File: config.mk
export PLATFORM = sky130hd
export DESIGN_NAME = cpu_csr_unit
export DESIGN_NICKNAME = d
export VERILOG_FILES = /design/src/rtl/cpu_csr_unit.sv
export SDC_FILE = /design/constraint.sdc
export NUM_CORES = 1
export LEC_CHECK = 0
export CAP_MARGIN = 25
export CORE_MARGIN = 5
export CORE_UTILIZATION = 61
export CTS_CLUSTER_SIZE = 10
export DETAILED_ROUTE_END_ITERATION = 7
export DONT_BUFFER_PORTS = 1
export GPL_TIMING_DRIVEN = 0
export HOLD_SLACK_MARGIN = 0.02
export PLACE_DENSITY_LB_ADDON = 0.12
export SETUP_SLACK_MARGIN = 0.15
export SLEW_MARGIN = 10
export SYNTH_ARGS = -nofsm -noshare
export SYNTH_HDL_FRONTEND = slang
export SYNTH_SLANG_ARGS = --single-unit
File: constraint.sdc
create_clock -name clk_i -period 3.9 [get_ports clk_i]
set_input_delay 0.585 -clock clk_i [delete_from_list [all_inputs] [get_ports clk_i]]
set_output_delay 0.585 -clock clk_i [all_outputs]
set_load 0.05 [all_outputs]
File: src/rtl/cpu_csr_unit.sv
// cpu_csr_unit: initiator side of the CSR access interface.
// Runs Zicsr instructions, trap entry and mret as a read-modify-write
// sequence (IDLE -> READ -> WRITE -> RESP) against a CSR file that returns
// read data combinationally and captures writes on the clk edge.
// Ports:
//   clk_i, rst_ni            clock, async active-low reset
//   req_*_i / req_ready_o    request handshake and latched request fields
//   resp_*_o / resp_ready_i  registered response (old value, redirect, illegal)
//   csr_*                    CSR file read/write port
module cpu_csr_unit #(
   parameter logic [11:0] CSR_MTVEC = 12'h305,
   parameter logic [11:0] CSR_MEPC  = 12'h341
) (
   input  logic        clk_i,
   input  logic        rst_ni,
   input  logic        req_valid_i,
   output logic        req_ready_o,
   input  logic [1:0]  req_kind_i,
   input  logic [2:0]  req_funct3_i,
   input  logic [11:0] req_csr_i,
   input  logic [31:0] req_src_i,
   input  logic [4:0]  req_rs1_i,
   input  logic [31:0] req_pc_i,
   output logic        resp_valid_o,
   input  logic        resp_ready_i,
   output logic [31:0] resp_rdata_o,
   output logic        resp_redirect_o,
   output logic [31:0] resp_target_o,
   output logic        resp_illegal_o,
   output logic [11:0] csr_raddr_o,
   input  logic [31:0] csr_rdata_i,
   output logic [11:0] csr_waddr_o,
   output logic [31:0] csr_wdata_o,
   output logic        csr_wenable_o
);
   typedef enum logic [1:0] {IDLE, READ, WRITE, RESP} state_t;
   state_t      state_q;
   logic [1:0]  kind_q;
   logic [2:0]  funct3_q;
   logic [11:0] csr_q;
   logic [31:0] src_q, pc_q, old_q;
   logic [4:0]  rs1_q;
   logic        resp_valid_q, resp_redirect_q, resp_illegal_q;
   logic [31:0] resp_rdata_q, resp_target_q;
   logic        illegal, we, in_write;
   logic [31:0] operand, wdata;
   assign illegal  = kind_q == 2'b11 || (kind_q == 2'b00 && funct3_q[1:0] == 2'b00);
   assign operand  = funct3_q[2] ? {27'b0, rs1_q} : src_q;
   // set/clear forms with rs1/zimm == 0 read only; write forms always write
   assign we       = kind_q == 2'b01 ||
                     (!illegal && kind_q == 2'b00 && (funct3_q[1:0] == 2'b01 || rs1_q != '0));
   assign wdata    = kind_q == 2'b01            ? {pc_q[31:2], 2'b00} :
                     funct3_q[1:0] == 2'b01     ? operand :
                     funct3_q[1:0] == 2'b10     ? (old_q | operand) :
                                                  (old_q & ~operand);
   assign in_write = state_q == WRITE;
   // rst_ni gating drops the strobe in the same cycle reset asserts
   assign csr_wenable_o   = rst_ni && in_write && we;
   assign csr_waddr_o     = in_write ? (kind_q == 2'b01 ? CSR_MEPC : csr_q) : '0;
   assign csr_wdata_o     = in_write ? wdata : '0;
   assign csr_raddr_o     = state_q != READ   ? '0 :
                            kind_q == 2'b01   ? CSR_MTVEC :
                            kind_q == 2'b10   ? CSR_MEPC : csr_q;
   assign req_ready_o     = rst_ni && state_q == IDLE;
   assign resp_valid_o    = resp_valid_q;
   assign resp_rdata_o    = resp_rdata_q;
   assign resp_redirect_o = resp_redirect_q;
   assign resp_target_o   = resp_target_q;
   assign resp_illegal_o  = resp_illegal_q;
   always_ff @(posedge clk_i or negedge rst_ni) begin
      if (!rst_ni) begin
         state_q         <= IDLE;
         kind_q          <= '0;
         funct3_q        <= '0;
         csr_q           <= '0;
         src_q           <= '0;
         rs1_q           <= '0;
         pc_q            <= '0;
         old_q           <= '0;
         resp_valid_q    <= 1'b0;
         resp_rdata_q    <= '0;
         resp_redirect_q <= 1'b0;
         resp_target_q   <= '0;
         resp_illegal_q  <= 1'b0;
      end else begin
         case (state_q)
            IDLE: if (req_valid_i) begin
               kind_q   <= req_kind_i;
               funct3_q <= req_funct3_i;
               csr_q    <= req_csr_i;
               src_q    <= req_src_i;
               rs1_q    <= req_rs1_i;
               pc_q     <= req_pc_i;
               state_q  <= READ;
            end
            READ: begin
               old_q   <= csr_rdata_i;
               state_q <= WRITE;
            end
            WRITE: begin
               resp_valid_q    <= 1'b1;
               resp_illegal_q  <= illegal;
               resp_redirect_q <= !illegal && kind_q != 2'b00;
               resp_rdata_q    <= (!illegal && kind_q == 2'b00) ? old_q : '0;
               resp_target_q   <= illegal          ? '0 :
                                  kind_q == 2'b01  ? {old_q[31:2], 2'b00} :
                                  kind_q == 2'b10  ? old_q : '0;
               state_q         <= RESP;
            end
            RESP: if (resp_ready_i) begin
               resp_valid_q    <= 1'b0;
               resp_rdata_q    <= '0;
               resp_redirect_q <= 1'b0;
               resp_target_q   <= '0;
               resp_illegal_q  <= 1'b0;
               state_q         <= IDLE;
            end
            default: state_q <= IDLE;
         endcase
      end
   end
endmodule
==> reports/results.tsv <==
metric	value	unit
die_h	131	µm
yosysSeqAreaShare	51.5	%
arrival	2.84	ns
timing.rr.start	state_q[0]	
fill_cells	1103	
worstSetupStartpoint	funct3_q[1]	
vias	6023	
postCtsResizedCells	0	
grt_pass1_vias	6446	
slowest_stage	a21boi_1	
path_buf_inv	2	
crit_chain	buf_2, nand2_2, clkbuf_1, mux2_2, o211ai_1, a21boi_1	
routed_via_density	6.16	
ant_nets	0	
slew_violations	0	
cp-end-kind	primary output	
finClkSkew	0.00651	ns
synth-edff-count	0	
multi_input_area	0.00397	mm²
antenna_found_initial	6	
synth_area_per_cell	11.9	µm²
htreeDepth	4	
r2r_slack	1.88	ns
setup_viol	0	
final.period_utilization	87.8	%
tns	0	ns
hold_violations	185	
dieArea	0.0173	mm²
cts_buffers	17	
cp_top_family	compound AO/OA/AOI/OAI gates	
track_usage	27.1	%
crit_type	register to primary output	
port_buffers	0	
wl	23500	µm
slew_headroom	22.5	%
final.min_clock_period	3.42	ns
clkLatencyLatePin	0.43	ns
final_cell_mix	dfrtp_1, mux2_2, nand2_1	
ys_warn_count	0	
r2r-end	resp_rdata_o[2]	
setup.worst_path.end	csr_wdata_o[21]	
ys_async_sr_fraction	100	%
cts_setup_buffers	0	
worstPathRequired	3.31	ns
clock_sinks	185	
grt_overflow	0	
synthCells	757	
hp-class	input pin to asynchronous set/reset pin	
clockBufferDepth	2	
place_hpwl	17200	µm
ys_types	46	
grt_max_degree	188	
core	0.0145	mm²
first_pass_iters	6	
row_count	44	
path_max_fanout	10	
drive_above_1_share	34.0	%
clk_pin_slew	0.06	ns
cap_violations	0	
syn-num-nets	883	
pin_count	247	
final-seq-area	0.00463	mm²
status	finished with violations	
synth_area	0.00898	mm²
area_delta_synth_final	9.71	%
cts_tree	built	
start_util	62.1	%
drc	0	
cp-start-kind	register	
worst_pin_slew	1.16	ns
drt_iter0_drc	374	
ys_ff_latch	185	
slowest_delay	0.90	ns
root_buffer	clkbuf_16	
gp_congestion	0.863	
grt_pass1_wl	36800	µm
mostFrequentLayoutCell	dfrtp_1	
ff2ff_path_depth	6	
whs	-0.150	ns
synthFlopType	dfrtp_1	
cp.depth	6	
nets	903	
max_freq	292	MHz
violations	negative hold slack	
wl_per_cell	24.0	µm
rsz0062_at_grt	false	
die_w	131	µm
[kinds of logic (layout without fill, tap and decap cells)]
logic type | count (synthesis) | in the layout | synth area share, %
adders and majority gates | 4 | 4 | 0.557
muxes | 149 | 149 | 18.9
and+or+nand+nor | 173 | 173 | 9.07
other | 0 | 4 | 0
buffers and inverters | 67 | 99 | 4.58
DFF | 185 | 185 | 51.5
xor gates and xnor gates | 33 | 33 | 3.22
AOI/OAI and AO/OA | 146 | 146 | 12.2
[routing by layer]
metal | global-route usage, % | vias to the layer above | share of wire [%]
li1 | - | 2690 | -
met1 | 34.4 | 3029 | 41
met2 | 42.9 | 252 | 48
met3 | 9.29 | 48 | 8.4
met4 | 10.9 | 4 | 2.5
met5 | 0 | - | 0.085
[cell type report]
| type | count | area share, % |
|---|---|---|
| clock buffers | 20 | 4.53 |
| plain buffers | 60 | 3.91 |
| clock inverters | 11 | 1.50 |
| well taps | 184 | 2.34 |
| repair buffers | 1 | 0.0762 |
| inverters | 7 | 0.267 |
| diodes | 4 | 0.102 |
| flip-flops and latches | 185 | 47.0 |
| multi-input cells | 505 | 40.3 |
[cells in the mapped netlist (2+ instances only)]
cell type	count	area share, %
clkbuf_1	12	0.50
a21boi_1	24	2.0
mux2i_1	2	0.22
nor2b_2	3	0.29
o21a_1	4	0.33
a22o_1	8	0.78
a22o_2	24	2.7
buf_2	27	1.5
nor2b_1	25	1.7
dfrtp_1	185	52
o21ai_0	2	0.11
o21ai_2	13	1.3
buf_4	8	0.67
mux2_2	136	17
o211ai_1	27	2.3
clkbuf_2	2	0.11
nand2_1	97	4.1
o31ai_1	4	0.33
inv_1	7	0.29
and3_1	8	0.56
a21oi_1	14	0.78
nor2_1	18	0.75
xnor2_1	27	2.6
nor3_1	3	0.17
and2_1	8	0.56
nand3_1	3	0.17
a21boi_0	3	0.25
mux2i_2	3	0.46
nor4_1	2	0.14
buf_8	3	0.50
ha_1	4	0.56
o21ai_1	19	1.1
xor2_1	6	0.58
mux2_1	7	0.88
buf_6	8	1.0
[worst min-delay path by stage]
stage               startpoint                end  slack [ns]  cells past startpoint
floorplan               rst_ni           csr_q[0]        0.29                      0
global placement        rst_ni  resp_target_o[13]        0.29                      0
detailed placement      rst_ni  resp_target_o[13]        0.29                      0
CTS                     rst_ni  resp_target_o[13]       -0.16                      0
global route            rst_ni  resp_target_o[15]       -0.17                      0
finish                  rst_ni  resp_target_o[13]       -0.15                      0
[metrics by stage]
stage / cell area, µm² / worst slack (ns) / util, % / instances / hold slack (ns)
after floorplan: 8980 / 1.07 / - / 757 / 0.289
after global placement: 9220 / 0.678 / 63.6 / 941 / 0.295
after detailed placement: 9250 / 0.961 / 63.9 / 942 / 0.294
after CTS: 9850 / 0.501 / 68.0 / 973 / -0.163
after global routing: 9860 / 0.410 / 68.1 / 977 / -0.171
final: 9860 / 0.477 / 68.1 / 977 / -0.150
[registers in the layout, summed over array words and instances, names as in the netlist]
name	cells
state_q	2
csr_q	12
resp_illegal_o	1
pc_q	30
resp_rdata_o	32
rs1_q	5
resp_target_o	32
old_q	32
funct3_q	3
kind_q	2
src_q	32
resp_valid_o	1
resp_redirect_o	1
Power is not shown: default switching activity piles up to over one toggle a cycle in this logic, so the estimate is an artifact.
